<file path="src/rtl/puf_pkg.sv">
// Shared types and constants for the SRAM PUF read-out path.
// The combined RAM is 32 blocks of 256 words, selected by raddr[12:8].
package puf_pkg;

    localparam int PUF_ADDR_W        = 13;
    localparam int PUF_DATA_W        = 16;
    localparam int PUF_BLOCK_SEL_MSB = 12;
    localparam int PUF_BLOCK_SEL_LSB = 8;

    typedef enum logic [2:0] {
        IDLE,
        ADDR,
        CAPT,
        SEND_LO,
        SEND_HI,
        CSUM_LO,
        CSUM_HI,
        FIN
    } reader_state_t;

endpackage

</file>
<file path="src/rtl/puf_ram_reader.sv">
// Sweeps the PUF RAM, streams each word low byte first,
// then appends a 16-bit XOR checksum of all words read.
module puf_ram_reader
    import puf_pkg::*;
#(
    parameter int ADDR_W     = PUF_ADDR_W,
    parameter int DATA_W     = PUF_DATA_W,
    parameter int START_ADDR = 0,
    parameter int END_ADDR   = 8191
) (
    input  logic              clk,
    input  logic              resetn,
    input  logic              start,
    output logic              busy,
    output logic              done,
    output logic [ADDR_W-1:0] raddr,
    input  logic [DATA_W-1:0] rdata,
    output logic [7:0]        out_data,
    output logic              out_valid,
    input  logic              out_ready
);

    localparam logic [ADDR_W-1:0] FIRST = ADDR_W'(START_ADDR);
    localparam logic [ADDR_W-1:0] LAST  = ADDR_W'(END_ADDR);

    reader_state_t     state;
    logic [DATA_W-1:0] word;
    logic [DATA_W-1:0] csum;

    // Byte mux is a pure function of registered state, so the byte
    // is stable for as long as a stall lasts.
    always_comb begin
        out_data = 8'h00;
        unique case (state)
            SEND_LO: out_data = word[7:0];
            SEND_HI: out_data = word[15:8];
            CSUM_LO: out_data = csum[7:0];
            CSUM_HI: out_data = csum[15:8];
            default: out_data = 8'h00;
        endcase
    end

    always_ff @(posedge clk or negedge resetn) begin
        if (!resetn) begin
            state     <= IDLE;
            raddr     <= FIRST;
            out_valid <= 1'b0;
            busy      <= 1'b0;
            done      <= 1'b0;
            word      <= '0;
            csum      <= '0;
        end else begin
            done <= 1'b0;
            unique case (state)
                IDLE: begin
                    if (start) begin
                        raddr <= FIRST;
                        csum  <= '0;
                        busy  <= 1'b1;
                        state <= ADDR;
                    end
                end
                ADDR: state <= CAPT;
                // raddr must not move here: the RAM output mux
                // still decodes the block field of the current address.
                CAPT: begin
                    word      <= rdata;
                    csum      <= csum ^ rdata;
                    out_valid <= 1'b1;
                    state     <= SEND_LO;
                end
                SEND_LO: begin
                    if (out_ready) state <= SEND_HI;
                end
                SEND_HI: begin
                    if (out_ready) begin
                        if (raddr == LAST) begin
                            state <= CSUM_LO;
                        end else begin
                            raddr     <= raddr + ADDR_W'(1);
                            out_valid <= 1'b0;
                            state     <= ADDR;
                        end
                    end
                end
                CSUM_LO: begin
                    if (out_ready) state <= CSUM_HI;
                end
                CSUM_HI: begin
                    if (out_ready) begin
                        out_valid <= 1'b0;
                        done      <= 1'b1;
                        state     <= FIN;
                    end
                end
                FIN: begin
                    raddr <= FIRST;
                    busy  <= 1'b0;
                    state <= IDLE;
                end
                default: state <= IDLE;
            endcase
        end
    end

endmodule

</file>
<file path="config.mk">
export PLATFORM = sky130hd
export DESIGN_NAME = puf_ram_reader
export DESIGN_NICKNAME = d
export VERILOG_FILES = /design/src/rtl/puf_pkg.sv /design/src/rtl/puf_ram_reader.sv
export SDC_FILE = /design/constraint.sdc
export NUM_CORES = 1
export LEC_CHECK = 0
export CAP_MARGIN = 10
export CORE_ASPECT_RATIO = 1.4
export CORE_MARGIN = 4
export CORE_UTILIZATION = 57
export DETAILED_ROUTE_END_ITERATION = 10
export DONT_BUFFER_PORTS = 1
export GPL_TIMING_DRIVEN = 0
export PLACE_DENSITY_LB_ADDON = 0.15
export SETUP_SLACK_MARGIN = 0.4
export SYNTH_ARGS = -nofsm -noshare
export SYNTH_HDL_FRONTEND = slang
export SYNTH_SLANG_ARGS = --single-unit
</file>
<file path="constraint.sdc">
create_clock -name clk -period 2 [get_ports clk]
set_clock_uncertainty 0.1 [all_clocks]
set_input_delay 0.3 -clock clk [delete_from_list [all_inputs] [get_ports clk]]
set_output_delay 0.3 -clock clk [all_outputs]
set_load 0.1 [all_outputs]
</file>
Word-level counts from Yosys, hierarchy flattened
Index checks and enable logic that the tools add are counted.

Flip-flop bits (word level): 51. Input bits: 20. Output and inout bits: 24. Logic and storage cells: 55.

Add/sub/neg operators: 1. Eq/ne operators: 14. Muxes and demuxes: 22. Bitwise logic cells: 1. Reduce and logical (&&, ||, !) cells: 10.

Operators by type and width (number): 13-bit 2-to-1 mux (3); 13-bit case mux with 3 select lines (1); 16-bit case mux with 2 select lines (1); 8-bit case mux with 4 select lines (1); 3-bit case mux with 8 select lines (1); 3-bit 2-to-1 mux (6); 16-bit 2-to-1 mux (1); 16-bit bitwise XOR (1); 13-bit by 1-bit adder with 13-bit output (second input constant) (1); 13-bit equality test (second input constant) (1); 3-bit equality test (second input constant) (4); 2-bit != test (second input constant) (6); 4-bit AND reduction (2); 3-bit by 2-bit equality test with 1-bit output (second input constant) (2); 1-bit 2-to-1 mux (6); 3-bit nonzero test (2); 5-bit AND reduction (1); 2-bit AND reduction (2); 2-bit nonzero test (2); 3-bit by 1-bit equality test with 1-bit output (second input constant) (1); 3-bit zero test (1); 1-bit case mux with 3 select lines (1); 1-bit case mux with 2 select lines (1).

Longest topological paths before layout
Gate-level depths: netlist of the first run.

Depth in word-level cells: 4. Depth in mapped cells: 7. Depth with buffers taken out: 6.

Least setup slack after synthesis of the first run
No wires, ideal clock.

Path type: register to output. Start: reg state[2]. End: out out_data[1]. Data arrival time: 2.759 ns. Data required time: 1.600 ns. Path slack: -1.159 ns. Stages on the path, launching flop included: 5. Path buffers: 3. Path through: dfrtp_1 -> buf_2 -> buf_1 -> buf_1 -> mux2i_1.

Word-level cells in the longest chain between the ends: 2. Elaborated cells between the ends (all ways): 5. Those cells by class: eq/ne (4); mux (1).

RTL lines: start: declaration (RTL line puf_ram_reader.sv:26) `reader_state_t state;`; start signal: assignment (RTL line puf_ram_reader.sv:45) `state <= IDLE;`; start signal: assignment (RTL line puf_ram_reader.sv:60) `state <= ADDR;`; start signal: assignment (RTL line puf_ram_reader.sv:63) `ADDR: state <= CAPT;`; 3-bit equality test / 3-bit by 2-bit equality test with 1-bit output (equally long branches) (RTL line puf_ram_reader.sv:34) `unique case (state)`; 8-bit case mux with 4 select lines (*) (RTL line puf_ram_reader.sv:34); end: declaration (RTL line puf_ram_reader.sv:18) `output logic [7:0] out_data,`.

Mark *: on every way between the ends. The rest lies on a longest branch, timed or not.

Worst setup path after layout of the first run
Start: reg state[2]. End: out out_data[6].

The elaborated chain is that of the path after synthesis.

==> results of run 1 <==
[synthesized netlist by cell type, types with 2 or more instances]
cell / instances / area, sq um
a32oi_1: 4 / 35.0
o31ai_1: 4 / 30.0
nand4_1: 6 / 37.5
o211ai_1: 5 / 37.5
dfrtp_1: 51 / 1280
nor3b_1: 16 / 120
nand3_1: 8 / 40.0
nor4_1: 3 / 18.8
nor3_1: 3 / 15.0
o21ai_0: 6 / 30.0
mux2i_1: 9 / 90.1
mux2_2: 17 / 191
clkbuf_1: 9 / 33.8
xnor2_1: 16 / 140
a222oi_1: 4 / 40.0
nor2_1: 19 / 71.3
nand2_1: 17 / 63.8
ha_1: 7 / 87.6
o21a_1: 4 / 30.0
a31oi_1: 3 / 18.8
and2_1: 2 / 12.5
nand2b_1: 4 / 25.0
and3_1: 4 / 25.0
or4_1: 4 / 30.0
buf_1: 5 / 18.8
a21boi_1: 3 / 22.5
and4_1: 2 / 17.5
buf_2: 5 / 25.0
inv_1: 8 / 30.0
a21oi_1: 3 / 15.0
nor2b_1: 2 / 12.5
[power groups by stage]
stage / registers [mW] / logic [mW] / clock network, mW
finish: 1.97 / 4.27 / 0.610
CTS: 1.93 / 3.93 / 0.610
global route: 2.01 / 4.49 / 0.660
global placement: 1.91 / 2.81 / 0
detailed placement: 1.92 / 3.18 / 0
floorplan: 1.85 / 2.46 / 0
[worst max-delay path, delay by kind of cell (launching register included)]
kind,cells,cell delay [ps]
buffers and inverters,3,600
DFF,1,360
muxes,1,720
[cell usage in the layout, fill, tap and decap left out, types with 4 or more instances in the layout]
cell      synthesis  layout
a222oi_1          4       4
nand2b_1          4       4
mux2i_1           9       4
buf_6             0      16
o21a_1            4       4
buf_4             0      24
dfrtp_1          51      34
o211ai_1          5       5
nand2_1          17      17
nand4_1           6       6
nand3_1           8       7
mux2_2           17      16
inv_1             8       5
dfrtp_2           0       6
and3_1            4       4
clkbuf_8          0       9
nor2_1           19      19
nor3b_2           0      11
buf_8             0       9
dfrtp_4           0      11
o21ai_2           0       5
xnor2_1          16      16
[routing by layer]
metal / share of wire [%] / vias to the layer above
li1: - / 1065
met1: 36 / 1207
met2: 54 / 112
met3: 6.2 / 26
met4: 3.3 / 0
met5: 0 / -
[worst max-delay path by stage]
stage / startpoint / end / slack [ps] / depth (start not counted)
after floorplan: state[1] / out_data[0] / -670 / 4
after global placement: state[2] / out_data[3] / -890 / 5
after detailed placement: state[2] / out_data[3] / -400 / 6
after CTS: state[1] / out_data[5] / -380 / 5
after global routing: state[2] / out_data[5] / -460 / 4
final: state[2] / out_data[6] / -410 / 4
[flip-flops by register name, indices dropped and copies added (netlist names)]
signal and cells:
busy 1, csum 16, out_valid 1, state 3
word 16, raddr 13, done 1
[area by class of cell]
type                    count  area [sq um]
multi-input cells         188          1730
flip-flops and latches     51          1330
fillers                   224           673
repair buffers             42           437
plain buffers              19           249
well taps                  62          77.6
clock buffers               6          72.6
inverters                   8          32.5
clock inverters             2          12.5
[kinds of logic after synthesis]
| logic type | Yosys count |
|---|---|
| AND/OR/NAND/NOR | 94 |
| flip-flops | 51 |
| AO/OA/AOI/OAI | 45 |
| buffers and inverters | 27 |
| multiplexers | 26 |
| XOR/XNOR | 16 |
| adder cells (fa/ha/maj) | 7 |
[what timing repair did]
item                       in CTS  in global routing
setup endpoints to repair      61                 57
buffers inserted               24                 10
hold endpoints to repair       51                 51
pin swaps                      29                 20
gates cloned                    2                  0
resized for setup              78                 30
==> summary.md, run 1 <==
| Metric | Value |
|---|---|
| Seq pwr share | 28.8% |
| R2R depth | 8 |
| Skew-Pair Late Insertion Delay | 320 ps |
| Placed Cells | 334 |
| CTS tree | yes |
| Final Instance Count excl. Fillers | 378 |
| Post-Synth Adder-Cell Area | 3.18% |
| Synth Area in Simple Gates | 19.2% |
| Combinational share of power | 62.3% |
| R2R Path End | state[2] |
| Core ar. | 4610 sq um |
| Post-synth EDFFs | 0 |
| CP Max Fanout | 10 |
| Overall routing resource usage | 29.0% |
| Yosys cell types | 44 |
| Initial antenna violation count | 0 |
| Ys async rst share | 100% |
| Mux cell area share after synthesis | 10.2% |
| CP max-delay cell | mux2i_4 |
| Final setup fails | 42 |
| First-pass GRT wire length | 13400 um |
| Largest family of logic cells by synthesized area | simple AND/OR/NAND/NOR gates |
| Internal power | 3.59 mW |
| Final Hold Slack | -443 ps |
| Clock root cell | clkbuf_8 |
| Final HPWL DP | 4660 um |
| Switching share of power | 47.6% |
| Syn. warnings | 0 |
| Fraction of layout cells with a size suffix above 1 | 49.4% |
| Gp weighted congestion | 0.831 |
| Number of global-route vias before repair | 2618 |
| Initial detailed-routing violation count | 151 |
| First-pass DRT Iterations | 6 |
| Met1 Resource Use GR | 33.1% |
| Met2 usage | 49.9% |
| Clock power share | 8.9% |
| Die X | 66.8 um |
| Hold Crit Class | in -> async |
| Crit path arrival time | 2010 ps |
| Maximum vdd ir drop | 1.52 mV |
| R2r startpoint | raddr[0] |
| Most frequent CP cell | buf_6 |
| Violations in the final reports | hold timing, setup timing |
| Critical path class | reg -> out |
| Pwr Total | 6.85 mW |
| Complex-gate fraction of the synthesized area | 12.1% |
| Switching Power | 3.26 mW |
| Power Density | 1740 nW/um^2 |
| Fin crit period | 2410 ps |
| Avg Cell Area, Syn | 10.4 sq um |
| Final setup margin | -408 ps |
| Cell Area, Placed | 3160 sq um |
| Initial Utilization | 59.8% |
| Synth Cell Area | 2760 sq um |
| CP Cell Sequence | clkbuf_4 -> buf_6 -> buf_6 -> mux2i_4 |
| Via count | 2410 |
| Port Buf Inserts | 0 |
| Final Hold Fails | 51 |
| RSZ-0062 raised after global routing | yes |
| Status | finished, violations left |
| Synth Net Count | 293 |
| Post-route clock period utilization | 120% |
| Reg clk slew, reported paths | 100 ps |
| Post-synthesis register bit count | 51 |
| DR WL/cell | 22.1 um |
| Worst reg-to-reg setup slack | -320 ps |
| CP max stage delay | 720 ps |
| Site Rows | 29 |
| Primary FF master, synth | dfrtp_1 |
| Relative slew slack | 45.3% |
| Wire length after detailed routing | 8360 um |
| Pleak | 1.56 nW |
| H-tree depth | 2 |
| Gate Count Post-Synth | 266 |
| # IOs | 44 |
| CP Data Required Time | 1600 ps |
| Sequential area share after synthesis | 46.3% |
| Setup TNS | -5700 ps |
| Post-route ant nets | 0 |
| Crit end category | output pin |
| Final Cell Area | 3940 sq um |
| Chip Height | 90.3 um |
| DRC violations left | 0 |
| CTS Buf Count | 5 |
| Clk buf depth | 2 |
| Antenna diodes | 0 |
| Overflow after GRT | 0 |
| Layout area overhead | 42.8% |
| GRT met3 Usage | 5.73% |
| Synth Area in XOR/XNOR | 5.09% |
| Dpl ws | -403 ps |
| Final core occ | 85.4% |
| Num Clock Sinks | 51 |
| Post-DR vias/cell | 6.38 |
| Final slew viol count | 0 |
| Nets | 342 |
| Max Cap Viol | 0 |
| Worst-Margin Slew | 803 ps |
| Busiest layer in global routing | met2 |
| Largest net degree at the start of global routing | 52 |
| Startpoint Class | flop |
| FMAX | 415 MHz |
| Die area | 6030 sq um |
(Power assumes the default switching activity.)
==> run 2, diff against run 1 <==
--- a/config.mk
+++ b/config.mk
@@ -13,7 +13,6 @@
 export DONT_BUFFER_PORTS = 1
 export GPL_TIMING_DRIVEN = 0
 export PLACE_DENSITY_LB_ADDON = 0.15
-export SETUP_SLACK_MARGIN = 0.4
 export SYNTH_ARGS = -nofsm -noshare
 export SYNTH_HDL_FRONTEND = slang
 export SYNTH_SLANG_ARGS = --single-unit
==> run 2 against run 1 <==
Effect of this change:
- the run ends with setup timing left
- critical path type unchanged
- power shrank 3.2%
- first-iteration DRC count shrank 2.0%
- die area is the same
- critical endpoint is now out_data[5]
- cell area shrank 3.8%
- core utilization shrank 3.2 points
- largest power group unchanged
- setup slack gained 53 ps
- global-route usage shrank 1.9 points
- sequential share of layout area grew 1.2 points
==> summary.md, run 2 (synthesized netlist as in run 1, its figures left out) <==
| Metric | Value |
|---|---|
| Antenna diodes | 0 (unchanged) |
| Switching Power | 3.14 mW (-3.8%) |
| Worst-Margin Slew | 953 ps (+150 ps) |
| Crit path arrival time | 1950 ps (-60 ps) |
| Largest net degree at the start of global routing | 52 (unchanged) |
| Setup TNS | -4030 ps (+1670 ps) |
| Relative slew slack | 36.5% (-8.9 points) |
| Via count | 2380 (-1.2%) |
| Post-route ant nets | 0 (unchanged) |
| Final Hold Slack | 37.7 ps (+481 ps) |
| RSZ-0062 raised after global routing | yes |
| Post-DR vias/cell | 6.43 (+0.89%) |
| Num Clock Sinks | 51 (unchanged) |
| CP max stage delay | 720 ps (about the same) |
| Die area | 6030 sq um (unchanged) |
| Wire length after detailed routing | 8070 um (-3.5%) |
| Skew-Pair Late Insertion Delay | 310 ps (about the same) |
| Layout area overhead | 37.4% |
| Die X | 66.8 um (unchanged) |
| Top Layer Used | met4 |
| Clock power share | 10.2% (+1.3 points) |
| Nets | 334 (-2.3%) |
| Beginning of the critical path | state[2] |
| Switching share of power | 47.4% (-0.26 points) |
| Worst Hold Launch | rdata[6] |
| Gp weighted congestion | 0.811 (-2.4%) |
| R2r startpoint | raddr[0] |
| Violations in the final reports | setup timing |
| Maximum vdd ir drop | 1.52 mV (about the same) |
| CP bufs+invs | 3 (unchanged) |
| Final Hold Fails | 0 (-100%) |
| First-pass DRT Iterations | 6 (unchanged) |
| Critical path class | reg -> out |
| Dpl ws | -486 ps (-83.5 ps) |
| Most common cell after layout, fill and taps aside | dfrtp_1 |
| First-pass GRT wire length | 12600 um (-5.7%) |
| Reg clk slew, reported paths | 90 ps (about the same) |
| Hold Crit Class | in -> reg |
| Routed length on met3 | 480 um (-7.3%) |
| H-tree depth | 2 (unchanged) |
| Initial detailed-routing violation count | 148 (-2.0%) |
| CP Data Required Time | 1600 ps (about the same) |
| Initial Utilization | 59.8% (unchanged) |
| Largest registers | csum x16, word x16, raddr x13 |
| Clk buf depth | 2 (unchanged) |
| FMAX | 425 MHz (+2.3%) |
| Overall routing resource usage | 27.2% (-1.9 points) |
| CTS tree | yes |
| Fin crit period | 2350 ps (-53.2 ps) |
| Status | finished, violations left |
| Core ar. | 4610 sq um (unchanged) |
| CP delay by family, top | multiplexers |
| Port Buf Inserts | 0 (unchanged) |
| Initial antenna violation count | 0 (unchanged) |
| Combinational share of power | 60.5% (-1.8 points) |
| Power Density | 1750 nW/um^2 (+0.57%) |
| Max Cap Viol | 0 (unchanged) |
| Startpoint Class | flop |
| DR WL/cell | 21.8 um (-1.4%) |
| DRT met1 WL | 2950 um (-2.0%) |
| Most frequent cells in the layout | dfrtp_1 (37), buf_4 (24), nor2_1 (19), nand2_1 (17) |
| CP max-delay cell | mux2i_4 |
| Most frequent CP cell | buf_6 |
| Post-route clock period utilization | 118% (-2.7 points) |
| CP Cell Sequence | buf_4 -> buf_6 -> buf_6 -> mux2i_4 |
| Final slew viol count | 0 (unchanged) |
| Final setup margin | -355 ps (+53.2 ps) |
| CTS Buf Count | 5 (unchanged) |
| Pleak | 1.49 nW (-4.3%) |
| Crit end category | output pin |
| Met2 wire len | 4290 um (-5.7%) |
| # IOs | 44 (unchanged) |
| CP Max Fanout | 10 (unchanged) |
| Clock root cell | clkbuf_8 |
| DRC violations left | 0 (unchanged) |
| Site Rows | 29 (unchanged) |
| Final setup fails | 30 (-29%) |
| Number of global-route vias before repair | 2561 (-2.2%) |
| Final HPWL DP | 4720 um (+1.3%) |
| Overflow after GRT | 0 (unchanged) |
| Fraction of layout cells with a size suffix above 1 | 43.5% (-5.9 points) |
| Chip Height | 90.3 um (unchanged) |
| Internal power | 3.49 mW (-2.8%) |
| Seq pwr share | 29.3% (+0.5 points) |
==> run 2: worst reg2reg max path, cell delays in order, from the launching register on <==
cell and delay (ps):
dfrtp_4 660, ha_4 210, nand4_1 130, buf_6 200
or4_4 480, and4_1 180, o21a_1 160
==> run 2: layer usage <==
layer  vias to the layer above  GRT usage (%)
met5                         -              0
met4                         0           9.83
met2                        85           48.0
met1                      1227           30.3
li1                       1045              -
met3                        23           7.22
==> run 2: power groups by stage <==
stage                     registers [mW]  clock network [mW]  logic (mW)
after global placement              1.90                   0        2.73
final                               1.94               0.674        4.01
after CTS                           1.93               0.675        3.66
after detailed placement            1.92                   0        3.08
after global routing                1.98               0.711        4.25
after floorplan                     1.84                   0        2.39
==> run 2: metrics by stage <==
stage	utilization, %	cell area (sq um)	instances	power (mW)
2_1_floorplan	-	2900	266	4.23
3_3_place_gp	64.5	2970	328	4.64
3_5_place_dp	66.8	3080	334	5.00
4_1_cts	78.5	3620	360	6.27
5_1_grt	82.2	3790	370	6.94
6_report	82.2	3790	370	6.63
==> run 2: cell type report <==
| cell class | instances | area (sq um) |
|---|---|---|
| buffer | 15 | 185 |
| clock buffer | 7 | 96.3 |
| clock inverter | 1 | 7.51 |
| fill | 276 | 822 |
| inverter | 8 | 32.5 |
| multi-input combinational | 188 | 1680 |
| sequential | 51 | 1320 |
| tap | 62 | 77.6 |
| timing repair buffer | 38 | 389 |
==> run 2: repair_timing <==
action	4_1_cts	5_1_grt
endpoints found under the hold margin	51	0
resized for setup	68	27
pin swaps	32	19
buffers inserted	18	12
hold buffers	2	0
gates cloned	1	0
endpoints found under the setup margin	56	44
==> run 2: path summary, 6_finish.rpt <==
kind,endpoint,slack (ps),cells after the start
min in group asynchronous,raddr[7],420,2
min reg2reg,word[4],420,1
max in group asynchronous,raddr[8],1120,2
max reg2reg,raddr[2],-210,6
max,out_data[5],-350,4
min,word[6],40,1
==> run 3, diff against run 2 <==
--- a/config.mk
+++ b/config.mk
@@ -8,7 +8,7 @@
 export CAP_MARGIN = 10
 export CORE_ASPECT_RATIO = 1.4
 export CORE_MARGIN = 4
-export CORE_UTILIZATION = 57
+export CORE_UTILIZATION = 63
 export DETAILED_ROUTE_END_ITERATION = 10
 export DONT_BUFFER_PORTS = 1
 export GPL_TIMING_DRIVEN = 0
==> constraint.sdc (replaced) <==
create_clock -name clk -period 2.3 [get_ports clk]
set_clock_uncertainty 0.1 [all_clocks]
set_input_delay 0.345 -clock clk [delete_from_list [all_inputs] [get_ports clk]]
set_output_delay 0.345 -clock clk [all_outputs]
set_load 0.1 [all_outputs]
==> run 3 against run 2 <==
Effect of this change:
- the run still ends with setup timing left
- worst hold slack improved by 31 ps
- setup slack improved by 240 ps
- first-iteration DRC count increased by 48%
- register-to-register slack improved by 100 ps
- critical path type unchanged
==> summary.md, run 3 (synthesized netlist as in run 1, its figures left out) <==
| Metric | Value |
|---|---|
| Final setup margin | -118 ps (+236 ps) |
| Power Density | 1540 nW/um^2 (-12%) |
| Num Clock Sinks | 51 (unchanged) |
| Critical path class | reg -> out |
| Fin crit period | 2420 ps |
| First-pass DRT Iterations | 6 (unchanged) |
| H-tree depth | 2 (unchanged) |
| Chip Height | 86.2 um (-4.4%) |
| FMAX | 413 MHz |
| Final HPWL DP | 4540 um (-3.9%) |
| CP Data Required Time | 1860 ps (+260 ps) |
| Status | finished, violations left |
| Post-route ant nets | 0 (unchanged) |
| Crit end category | output pin |
| Layout area overhead | 29.6% |
| Largest registers | csum x16, word x16, raddr x13 |
| Post-route clock period utilization | 105% |
| Largest net degree at the start of global routing | 52 (unchanged) |
| Number of global-route vias before repair | 2425 (-5.3%) |
| # IOs | 44 (unchanged) |
| Wire length after detailed routing | 8240 um (+2.1%) |
| Final slew viol count | 0 (unchanged) |
| Via count | 2431 (+2.1%) |
| Initial Utilization | 65.0% (+5.2 points) |
| CP Max Fanout | 6 (-4) |
| Dpl ws | -315 ps (+171 ps) |
| Initial antenna violation count | 0 (unchanged) |
| Reg clk slew, reported paths | 100 ps (about the same) |
| Pleak | 1.41 nW (-5.4%) |
| Final setup fails | 17 (-43%) |
| Clock root cell | clkbuf_8 |
| Overall routing resource usage | 28.5% (+1.3 points) |
| Most common cell after layout, fill and taps aside | dfrtp_1 |
| Overflow after GRT | 0 (unchanged) |
| Die area | 5510 sq um (-8.6%) |
| Worst-Margin Slew | 923 ps (-30.2 ps) |
| Initial detailed-routing violation count | 219 (+48%) |
| Maximum vdd ir drop | 1.18 mV (-22%) |
| Relative slew slack | 38.5% (+2.0 points) |
| Final Cell Area | 3570 sq um (-5.7%) |
| Final Hold Slack | 69.0 ps (+31.3 ps) |
| Gp weighted congestion | 0.870 (+7.3%) |
| Max Cap Viol | 0 (unchanged) |
| CTS Buf Count | 5 (unchanged) |
| Startpoint Class | flop |
| Die X | 63.9 um (-4.3%) |
| Antenna diodes | 0 (unchanged) |
| Most frequent cells in the layout | dfrtp_1 (36), nor2_1 (19), buf_4 (18), nand2_1 (17), mux2_2 (17) |
| RSZ-0062 raised after global routing | yes |
| Final core occ | 84.2% (+2.0 points) |
| Core ar. | 4240 sq um (-8.0%) |
| Cell Area, Placed | 3010 sq um (-2.2%) |
| Hold Crit Class | in -> reg |
| Port Buf Inserts | 0 (unchanged) |
| CTS tree | yes |
| DRC violations left | 0 (unchanged) |
| Nets | 326 (-2.4%) |
| Final Hold Fails | 0 (unchanged) |
| First-pass GRT wire length | 12000 um (-4.9%) |
| Post-DR vias/cell | 6.75 (+5.0%) |
| Violations in the final reports | setup timing |
| DR WL/cell | 22.9 um (+5.0%) |
| Pwr Total | 5.49 mW (-17%) |
| Skew-Pair Late Insertion Delay | 320 ps (about the same) |
| Site Rows | 28 (-3.4%) |
| Fraction of layout cells with a size suffix above 1 | 36.3% (-7.2 points) |
| Crit path arrival time | 1970 ps (+20 ps) |
| Clk buf depth | 2 (unchanged) |
-- run 3: cell types whose count changed in the layout (fill, tap and decap cells not counted), sizes merged --
| cell | before | now |
|---|---|---|
| buf | 45 | 36 |
| clkinv | 0 | 1 |
-- run 3: critical path, stage by stage (launching register included) --
cell and delay (ps):
dfrtp_2 450, inv_4 70, ha_4 180, clkbuf_16 160, a222oi_1 440, mux2i_4 350
-- run 3: metal layers --
metal | up-vias | share of wire [%] | GRT usage, %
li1 | 1031 | - | -
met2 | 174 | 51 | 47.8
met5 | - | 0 | 0
met4 | 0 | 5.3 | 15.7
met3 | 54 | 8.0 | 7.91
met1 | 1172 | 36 | 32.6
-- run 3: final timing paths --
check	start	end	slack, ps	cells after the start
setup / recovery	state[0]	out_data[6]	-120	5
hold / removal	rdata[12]	word[12]	70	1
setup reg to reg	raddr[0]	raddr[8]	-110	7
hold reg to reg	word[5]	word[5]	420	1
max in group asynchronous	resetn	state[0]	1390	2
min in group asynchronous	resetn	raddr[7]	450	2
-- run 3: layout make-up --
cell class	count	area (sq um)
fillers	231	669
flip-flops and latches	51	1320
well taps	60	75.1
inverters	8	35.0
multi-input cells	188	1570
clock buffers	6	82.6
clock inverters	2	16.3
plain buffers	16	166
repair buffers	29	314
-- run 3: through the flow --
stage,setup TNS (ps),instances
2_1_floorplan,-2410,266
3_3_place_gp,-7550,326
3_5_place_dp,-6030,332
4_1_cts,-345,353
5_1_grt,-1980,360
6_report,-1090,360
-- run 3: timing repair --
| item | in CTS | in global routing |
|---|---|---|
| resized for setup | 44 | 35 |
| setup endpoints to repair | 44 | 33 |
| pin swaps | 10 | 18 |
| hold buffers | 2 | 0 |
| hold endpoints to repair | 51 | 0 |
| gates cloned | 0 | 1 |
| setup buffers | 12 | 8 |
-- run 3: report_power, final --
part / switching, mW / total (mW) / internal (mW)
clock network: 0.328 / 0.574 / 0.246
logic: 1.90 / 3.22 / 1.32
registers: 0.453 / 1.69 / 1.24
